$ cat src/rtl/tmr_pkg.sv
// Shared types and lane indices for the TMR voting controller.
package tmr_pkg;

  localparam int NUM_LANES = 3;
  localparam int LANE_A    = 0;
  localparam int LANE_B    = 1;
  localparam int LANE_C    = 2;

  typedef enum logic [1:0] {
    IDLE,
    COLLECT,
    VOTE,
    OUT
  } state_t;

endpackage

$ cat src/rtl/tmr_vote_ctrl_if.sv
// Lane-capture and voted-output handshake bundle for tmr_vote_ctrl.
interface tmr_vote_ctrl_if #(
  parameter int W = 8
);
  logic [2:0]   in_valid;
  logic [W-1:0] in_data_a;
  logic [W-1:0] in_data_b;
  logic [W-1:0] in_data_c;
  logic         in_ready;
  logic         out_valid;
  logic         out_ready;
  logic [W-1:0] out_data;
  logic         out_uncorr;
  logic [2:0]   mismatch;
  logic [2:0]   lane_fault;
  logic         fault_clr;

  modport slave (
    input  in_valid, in_data_a, in_data_b, in_data_c, out_ready, fault_clr,
    output in_ready, out_valid, out_data, out_uncorr, mismatch, lane_fault
  );

  modport master (
    output in_valid, in_data_a, in_data_b, in_data_c, out_ready, fault_clr,
    input  in_ready, out_valid, out_data, out_uncorr, mismatch, lane_fault
  );
endinterface

$ cat src/rtl/maj3_word.sv
// Bitwise 3-input majority over a W-bit word.
module maj3_word #(
  parameter int W = 8
) (
  input  logic [W-1:0] a,
  input  logic [W-1:0] b,
  input  logic [W-1:0] c,
  output logic [W-1:0] y
);
  assign y = (a & b) | (b & c) | (c & a);
endmodule

$ cat src/rtl/tmr_vote_ctrl.sv
// TMR sequencing controller: gathers three lane words (with timeout), votes,
// presents the result on valid/ready and retires persistently failing lanes.
module tmr_vote_ctrl
  import tmr_pkg::*;
#(
  parameter int W          = 8,
  parameter int TIMEOUT    = 15,
  parameter int TW         = 4,
  parameter int ERR_THRESH = 3,
  parameter int EW         = 3
) (
  input logic            clk,
  input logic            rst,
  tmr_vote_ctrl_if.slave bus
);

  state_t               state, state_nxt;
  logic [TW-1:0]        timer;
  logic [NUM_LANES-1:0] cap, cap_all, take, req_q, req_now, present;
  logic [NUM_LANES-1:0] lane_fault_q, fault_nxt, vote_mm, mismatch_q;
  logic [W-1:0]         lane_in  [NUM_LANES];
  logic [W-1:0]         word_q   [NUM_LANES];
  logic [EW-1:0]        err_cnt  [NUM_LANES];
  logic [EW-1:0]        err_nxt  [NUM_LANES];
  logic [W-1:0]         maj_word, vote_data, out_data_q;
  logic                 vote_uncorr, out_uncorr_q;
  logic                 in_ready_c, done, timeout_hit;

  assign lane_in[LANE_A] = bus.in_data_a;
  assign lane_in[LANE_B] = bus.in_data_b;
  assign lane_in[LANE_C] = bus.in_data_c;

  assign in_ready_c     = (state == IDLE) || (state == COLLECT);
  assign bus.in_ready   = in_ready_c;
  assign bus.out_valid  = (state == OUT);
  assign bus.out_data   = out_data_q;
  assign bus.out_uncorr = out_uncorr_q;
  assign bus.mismatch   = mismatch_q;
  assign bus.lane_fault = lane_fault_q;

  // The required set is frozen at transaction start so a mid-transaction
  // fault_clr only affects the next transaction.
  assign req_now     = (state == IDLE) ? ~lane_fault_q : req_q;
  assign take        = bus.in_valid & req_now & ~cap & {NUM_LANES{in_ready_c}};
  assign cap_all     = cap | take;
  assign done        = (cap_all & req_now) == req_now;
  assign timeout_hit = timer == TW'(TIMEOUT - 1);
  assign present     = cap & req_q;

  maj3_word #(.W(W)) u_maj (
    .a (word_q[LANE_A]),
    .b (word_q[LANE_B]),
    .c (word_q[LANE_C]),
    .y (maj_word)
  );

  // NOTE: sequential state uses non-blocking assignments so every register
  // samples pre-edge values regardless of process ordering.
  always_ff @(posedge clk) begin
    if (rst) state <= IDLE;
    else     state <= state_nxt;
  end

  always_comb begin
    state_nxt = state;
    unique case (state)
      IDLE:    if (done) state_nxt = VOTE;
               else if (|take) state_nxt = COLLECT;
      COLLECT: if (done || timeout_hit) state_nxt = VOTE;
      VOTE:    state_nxt = OUT;
      OUT:     if (bus.out_ready) state_nxt = IDLE;
      default: state_nxt = IDLE;
    endcase
  end

  // NOTE: every combinational output gets a default first so no path leaves
  // it unassigned and infers a latch.
  always_comb begin
    vote_data   = '0;
    vote_uncorr = 1'b1;
    case (present)
      3'b111: begin vote_data = maj_word; vote_uncorr = 1'b0; end
      3'b011: begin
        vote_data   = word_q[LANE_A];
        vote_uncorr = word_q[LANE_A] != word_q[LANE_B];
      end
      3'b101: begin
        vote_data   = word_q[LANE_A];
        vote_uncorr = word_q[LANE_A] != word_q[LANE_C];
      end
      3'b110: begin
        vote_data   = word_q[LANE_B];
        vote_uncorr = word_q[LANE_B] != word_q[LANE_C];
      end
      3'b001:  vote_data = word_q[LANE_A];
      3'b010:  vote_data = word_q[LANE_B];
      3'b100:  vote_data = word_q[LANE_C];
      default: vote_data = '0;
    endcase

    // A required lane missing at vote time can only mean it timed out.
    for (int i = 0; i < NUM_LANES; i++) begin
      vote_mm[i]   = req_q[i] & (~cap[i] | (word_q[i] != vote_data));
      err_nxt[i]   = err_cnt[i];
      fault_nxt[i] = lane_fault_q[i];
      if (req_q[i]) begin
        if (!vote_mm[i])                           err_nxt[i] = '0;
        else if (err_cnt[i] != EW'(ERR_THRESH))    err_nxt[i] = err_cnt[i] + EW'(1);
        if (err_nxt[i] == EW'(ERR_THRESH))         fault_nxt[i] = 1'b1;
      end
    end
  end

  // NOTE: lane word registers carry no reset; they are only read behind
  // their capture flag, which is reset.
  always_ff @(posedge clk) begin
    for (int i = 0; i < NUM_LANES; i++)
      if (take[i]) word_q[i] <= lane_in[i];
  end

  always_ff @(posedge clk) begin
    if (rst) begin
      timer        <= '0;
      cap          <= '0;
      req_q        <= '0;
      out_data_q   <= '0;
      out_uncorr_q <= 1'b0;
      mismatch_q   <= '0;
      lane_fault_q <= '0;
      for (int i = 0; i < NUM_LANES; i++) err_cnt[i] <= '0;
    end else begin
      cap   <= (state == OUT) ? '0 : cap_all;
      timer <= (state == COLLECT) ? timer + TW'(1) : '0;
      if (state == IDLE) req_q <= ~lane_fault_q;
      if (state == VOTE) begin
        out_data_q   <= vote_data;
        out_uncorr_q <= vote_uncorr;
        mismatch_q   <= vote_mm;
        lane_fault_q <= fault_nxt;
        for (int i = 0; i < NUM_LANES; i++) err_cnt[i] <= err_nxt[i];
      end
      if (bus.fault_clr) begin
        lane_fault_q <= '0;
        for (int i = 0; i < NUM_LANES; i++) err_cnt[i] <= '0;
      end
    end
  end

endmodule
$ cat src/flat_wrapper.sv
// flat-port wrapper written by rule: the top's interface ports become plain ports
module tmr_vote_ctrl_flat import tmr_pkg::*;
#(
  parameter int W          = 8,
  parameter int TIMEOUT    = 15,
  parameter int TW         = 4,
  parameter int ERR_THRESH = 3,
  parameter int EW         = 3
)
  (clk, rst, bus_in_valid, bus_in_data_a, bus_in_data_b, bus_in_data_c, bus_out_ready, bus_fault_clr, bus_in_ready, bus_out_valid, bus_out_data, bus_out_uncorr, bus_mismatch, bus_lane_fault);
  tmr_vote_ctrl_if #(.W(W)) bus_i ();
  input logic clk;
  input logic rst;
  input wire logic [$bits(bus_i.in_valid)-1:0] bus_in_valid;
  input wire logic [$bits(bus_i.in_data_a)-1:0] bus_in_data_a;
  input wire logic [$bits(bus_i.in_data_b)-1:0] bus_in_data_b;
  input wire logic [$bits(bus_i.in_data_c)-1:0] bus_in_data_c;
  input wire logic [$bits(bus_i.out_ready)-1:0] bus_out_ready;
  input wire logic [$bits(bus_i.fault_clr)-1:0] bus_fault_clr;
  output wire logic [$bits(bus_i.in_ready)-1:0] bus_in_ready;
  output wire logic [$bits(bus_i.out_valid)-1:0] bus_out_valid;
  output wire logic [$bits(bus_i.out_data)-1:0] bus_out_data;
  output wire logic [$bits(bus_i.out_uncorr)-1:0] bus_out_uncorr;
  output wire logic [$bits(bus_i.mismatch)-1:0] bus_mismatch;
  output wire logic [$bits(bus_i.lane_fault)-1:0] bus_lane_fault;
  assign bus_i.in_valid = bus_in_valid;
  assign bus_i.in_data_a = bus_in_data_a;
  assign bus_i.in_data_b = bus_in_data_b;
  assign bus_i.in_data_c = bus_in_data_c;
  assign bus_i.out_ready = bus_out_ready;
  assign bus_i.fault_clr = bus_fault_clr;
  assign bus_in_ready = bus_i.in_ready;
  assign bus_out_valid = bus_i.out_valid;
  assign bus_out_data = bus_i.out_data;
  assign bus_out_uncorr = bus_i.out_uncorr;
  assign bus_mismatch = bus_i.mismatch;
  assign bus_lane_fault = bus_i.lane_fault;
  tmr_vote_ctrl #(.W(W), .TIMEOUT(TIMEOUT), .TW(TW), .ERR_THRESH(ERR_THRESH), .EW(EW)) u_core (.clk(clk), .rst(rst), .bus(bus_i));
endmodule
$ cat config.mk
export PLATFORM = sky130hd
export DESIGN_NAME = tmr_vote_ctrl_flat
export DESIGN_NICKNAME = d
export VERILOG_FILES = /design/src/rtl/tmr_pkg.sv /design/src/rtl/tmr_vote_ctrl_if.sv /design/src/rtl/maj3_word.sv /design/src/rtl/tmr_vote_ctrl.sv /design/src/flat_wrapper.sv
export SDC_FILE = /design/constraint.sdc
export NUM_CORES = 1
export LEC_CHECK = 0
export CAP_MARGIN = 20
export CORE_ASPECT_RATIO = 1.2
export CORE_MARGIN = 3
export CORE_UTILIZATION = 45
export CTS_BUF_LIST = sky130_fd_sc_hd__clkbuf_4
export CTS_CLUSTER_SIZE = 25
export DETAILED_ROUTE_END_ITERATION = 10
export MAX_ROUTING_LAYER = met4
export PLACE_DENSITY = 0.77
export SYNTH_ARGS = -nofsm -noshare
export SYNTH_HDL_FRONTEND = slang
export SYNTH_HIERARCHICAL = 1
export SYNTH_SLANG_ARGS = --single-unit
export TNS_END_PERCENT = 5
$ cat constraint.sdc
create_clock -name clk -period 5.6 [get_ports clk]
set_input_delay 1.4 -clock clk [delete_from_list [all_inputs] [get_ports clk]]
set_output_delay 1.4 -clock clk [all_outputs]
set_load 0.03 [all_outputs]
==> results.json <==
{
  "initial_core_util": 0.4652,
  "drc": 0,
  "worstHoldPathCells": 1,
  "rsz0062_at_grt": "no",
  "fin_cells": 533,
  "worstSetupStartpointType": "flip-flop",
  "place_congestion": 0.8962,
  "synthesis.nets": 434,
  "outcome": "finished clean",
  "num-fill-cells": 704,
  "drt_pre_antenna_iters": 5,
  "intPower_uw": 952.4,
  "postSynthCellCount": 394,
  "cp.required_ns": 5.85,
  "fin_worst_skew_ns": 0.02297,
  "synth_cell_types": 55,
  "cts_buffer_depth": 2,
  "ff2ff_setup_slack_ns": 1.88,
  "critPathMaxFanout": 22,
  "wl_um": 8621,
  "grt_pass1_vias": 2926,
  "cts_max_level": 3,
  "antenna_found_initial": 0,
  "dieArea_um2": 9128,
  "syn-cell-area_um2": 3606,
  "post_cts.repair.setup_buffers": 0,
  "worst-setup-path-type": "reg2reg",
  "fin_crit_ns": 3.718,
  "grt_pass1_wl_um": 14060,
  "placementRows": 35,
  "synth_top_flop_cell": "dfxtp_1",
  "dpl_worst_slack_ns": 1.686,
  "vias": 3173,
  "vdd_drop_max_mv": 0.2486,
  "tritoncts": "built",
  "avgSynthCellArea_um2": 9.152,
  "maxCapViolCount": 0,
  "synth-seq-area-share": 0.3997,
  "seq_area_um2": 1441,
  "hold_start": "u_core/timer[0]$_SDFF_PP0_",
  "slew_viol_final": 0,
  "track_usage": 0.1985,
  "synth_edf_count": 24,
  "grt_max_degree": 27,
  "antenna_cells": 0,
  "area_growth_pct": 18.39,
  "ant_nets": 0,
  "port_buffers": 47,
  "p_per_area_nw_per_um2": 366.0,
  "clkLatencyLatePin_ns": 0.41,
  "worstReg2RegEnd": "u_core/bus.mismatch[0]$_SDFFE_PP0P_",
  "finalHoldViolCount": 0,
  "wl_per_cell_um": 16.17,
  "cts.repair.resized": 0,
  "p_switching_uw": 609.9,
  "fin_tns_setup_ns": 0,
  "setup_slack_ns": 1.882,
  "drt-initial-drc-count": 348,
  "die-width_um": 87.72,
  "root_buffer": "clkbuf_4",
  "clkSinkCount": 60,
  "cts_hold_buf": 0,
  "grt_overflow_total": 0,
  "cp_data_arrival_time_ns": 3.97,
  "power_frac_seq": 0.428,
  "die_height_um": 104.1,
  "final_util": 0.5508,
  "cts_inserted_buffers": 9,
  "path_clk_slew_ns": 0.10,
  "max_freq_ghz": 0.2690,
  "setup_viol": 0,
  "dp_cells": 517,
  "multi_input_area_um2": 2046,
  "period_share": 0.6638,
  "p_leak_nw": 1.466,
  "relSlewSlack": 0.3167,
  "power.share.clock": 0.197,
  "final_layout_size_suffix_gt1_frac": 0.09297,
  "swShare": 0.3904,
  "ys_warn_count": 6,
  "comb_power_share": 0.375,
  "hpwl_um": 6392,
  "core_um2": 7751,
  "worstReg2RegStart": "u_core/cap[0]$_SDFF_PP0_",
  "ys_ff_latch": 60,
  "nNetsFinal": 476,
  "vias_per_cell": 5.953,
  "worst_pin_slew_ns": 1.025,
  "hold_class": "reg2reg",
  "hold_end": "u_core/timer[0]$_SDFF_PP0_",
  "end_kind": "flip-flop",
  "synthArstFlopShare": 0,
  "io_pins": 48,
  "ff2ff_path_depth": 7
}
[sequential cells by signal, summed over array words and instances, names as in the netlist]
signal / cells
u_core/bus.out_uncorr: 1
u_core/err_cnt: 9
u_core/bus.out_data: 8
u_core/state: 2
u_core/word_q: 24
u_core/cap: 3
u_core/bus.mismatch: 3
u_core/bus.lane_fault: 3
u_core/timer: 4
u_core/req_q: 3
[cell families (layout without fill, tap and decap cells)]
family          count (synthesis)  after routing  share of synthesized area
flops                          60             60                     0.3997
mux                            16             16                    0.04788
simple gates                  176            176                     0.2727
xor+xnor                       26             26                    0.06315
buf+inv                        29             76                    0.03296
fa+ha+maj                      17             17                    0.05621
compound gates                 70             70                     0.1273
[per-layer routing]
layer	vias up	global-route usage	wire [um]
li1	1563	-	-
met1	1478	0.2608	3859
met2	118	0.3039	4084
met3	14	0.04517	503
met4	0	0.05921	173
met5	-	-	0
[area by class of cell]
cell class,count,area share
flip-flops and latches,60,0.3376
repair buffers,50,0.1155
clock buffers,11,0.01934
multi-input cells,305,0.4792
well taps,92,0.02696
inverters,10,0.008793
clock inverters,5,0.01260
[layout by cell type, fill, tap and decap left out, types with 11 or more instances in the layout]
cell type        netlist  final
nand2_1               23     23
xnor2_1               17     17
nor2_1                28     28
a21oi_1               23     23
edfxtp_1              24     24
nand4_1               24     24
clkbuf_4               0     11
clkdlybuf4s50_1        0     47
dfxtp_1               36     36
nor3_1                14     14
nand3_1               32     32
[synthesized netlist by cell type, types with 2 or more instances]
| library cell | n | area, um2 |
|---|---|---|
| dfxtp_1 | 36 | 720.7 |
| nand3_1 | 32 | 160.2 |
| nor2_1 | 28 | 105.1 |
| edfxtp_1 | 24 | 720.7 |
| nand4_1 | 24 | 150.1 |
| a21oi_1 | 23 | 115.1 |
| nand2_1 | 23 | 86.33 |
| xnor2_1 | 17 | 148.9 |
| nor3_1 | 14 | 70.07 |
| clkbuf_1 | 10 | 37.54 |
| inv_1 | 10 | 37.54 |
| ha_1 | 9 | 112.6 |
| mux2i_1 | 9 | 90.09 |
| nand2b_1 | 9 | 56.30 |
| xor2_1 | 9 | 78.83 |
| a211oi_1 | 8 | 60.06 |
| maj3_2 | 8 | 90.09 |
| o21ai_0 | 8 | 40.04 |
| a31oi_1 | 6 | 37.54 |
| and2_1 | 6 | 37.54 |
| and3_1 | 6 | 37.54 |
| and4_1 | 6 | 52.55 |
| mux2_2 | 6 | 67.56 |
| o31ai_1 | 6 | 45.04 |
| buf_2 | 5 | 25.02 |
| nor2b_1 | 5 | 31.28 |
| a21boi_0 | 3 | 22.52 |
| buf_1 | 3 | 11.26 |
| nand3b_1 | 3 | 22.52 |
| nand4b_1 | 3 | 26.28 |
| a21o_1 | 2 | 15.01 |
| nor3b_1 | 2 | 15.01 |
| nor4_1 | 2 | 12.51 |
| o211a_1 | 2 | 20.02 |
| o21bai_1 | 2 | 15.01 |
| o22ai_1 | 2 | 12.51 |
| or2_2 | 2 | 12.51 |
| or3_1 | 2 | 12.51 |
| or4_1 | 2 | 15.01 |
| or4b_1 | 2 | 20.02 |
[worst max-delay path, stage by stage (launching register included)]
cell       delay [ns]
dfxtp_1          0.75
nand2_1          0.58
and4_1           0.45
or4_1            0.47
a2111oi_0        0.76
nand3_1          0.27
o21ai_0          0.21
a21oi_1          0.08
[power by group through the flow]
stage	Clock, mW	Sequential (mW)	Combinational, mW
6_report	0.307	0.669	0.586
5_1_grt	0.339	0.684	0.643
4_1_cts	0.315	0.666	0.586
3_5_place_dp	0	0.677	0.584
3_3_place_gp	0	0.672	0.574
2_1_floorplan	0	0.658	0.422
[metrics by stage]
stage	power, mW	hold slack (ns)	instance area (um2)
floorplan	1.080	0.4297	3606
global placement	1.246	0.4412	4133
detailed placement	1.261	0.4536	4133
CTS	1.568	0.4761	4269
global route	1.666	0.5018	4269
finish	1.562	0.4698	4269
[how the worst max path moves through the flow]
| stage | from | to | slack (ns) |
|---|---|---|---|
| floorplan | bus_in_valid[1] | u_core/state[0]$_SDFFE_PP0P_ | 2.55 |
| global placement | bus_in_valid[2] | u_core/state[0]$_SDFFE_PP0P_ | 1.83 |
| detailed placement | bus_in_valid[2] | u_core/state[0]$_SDFFE_PP0P_ | 1.69 |
| CTS | u_core/cap[0]$_SDFF_PP0_ | u_core/bus.mismatch[0]$_SDFFE_PP0P_ | 1.99 |
| global route | u_core/cap[0]$_SDFF_PP0_ | u_core/bus.mismatch[0]$_SDFFE_PP0P_ | 1.55 |
| finish | u_core/cap[0]$_SDFF_PP0_ | u_core/bus.mismatch[0]$_SDFFE_PP0P_ | 1.88 |
(Power assumes the default switching activity.)
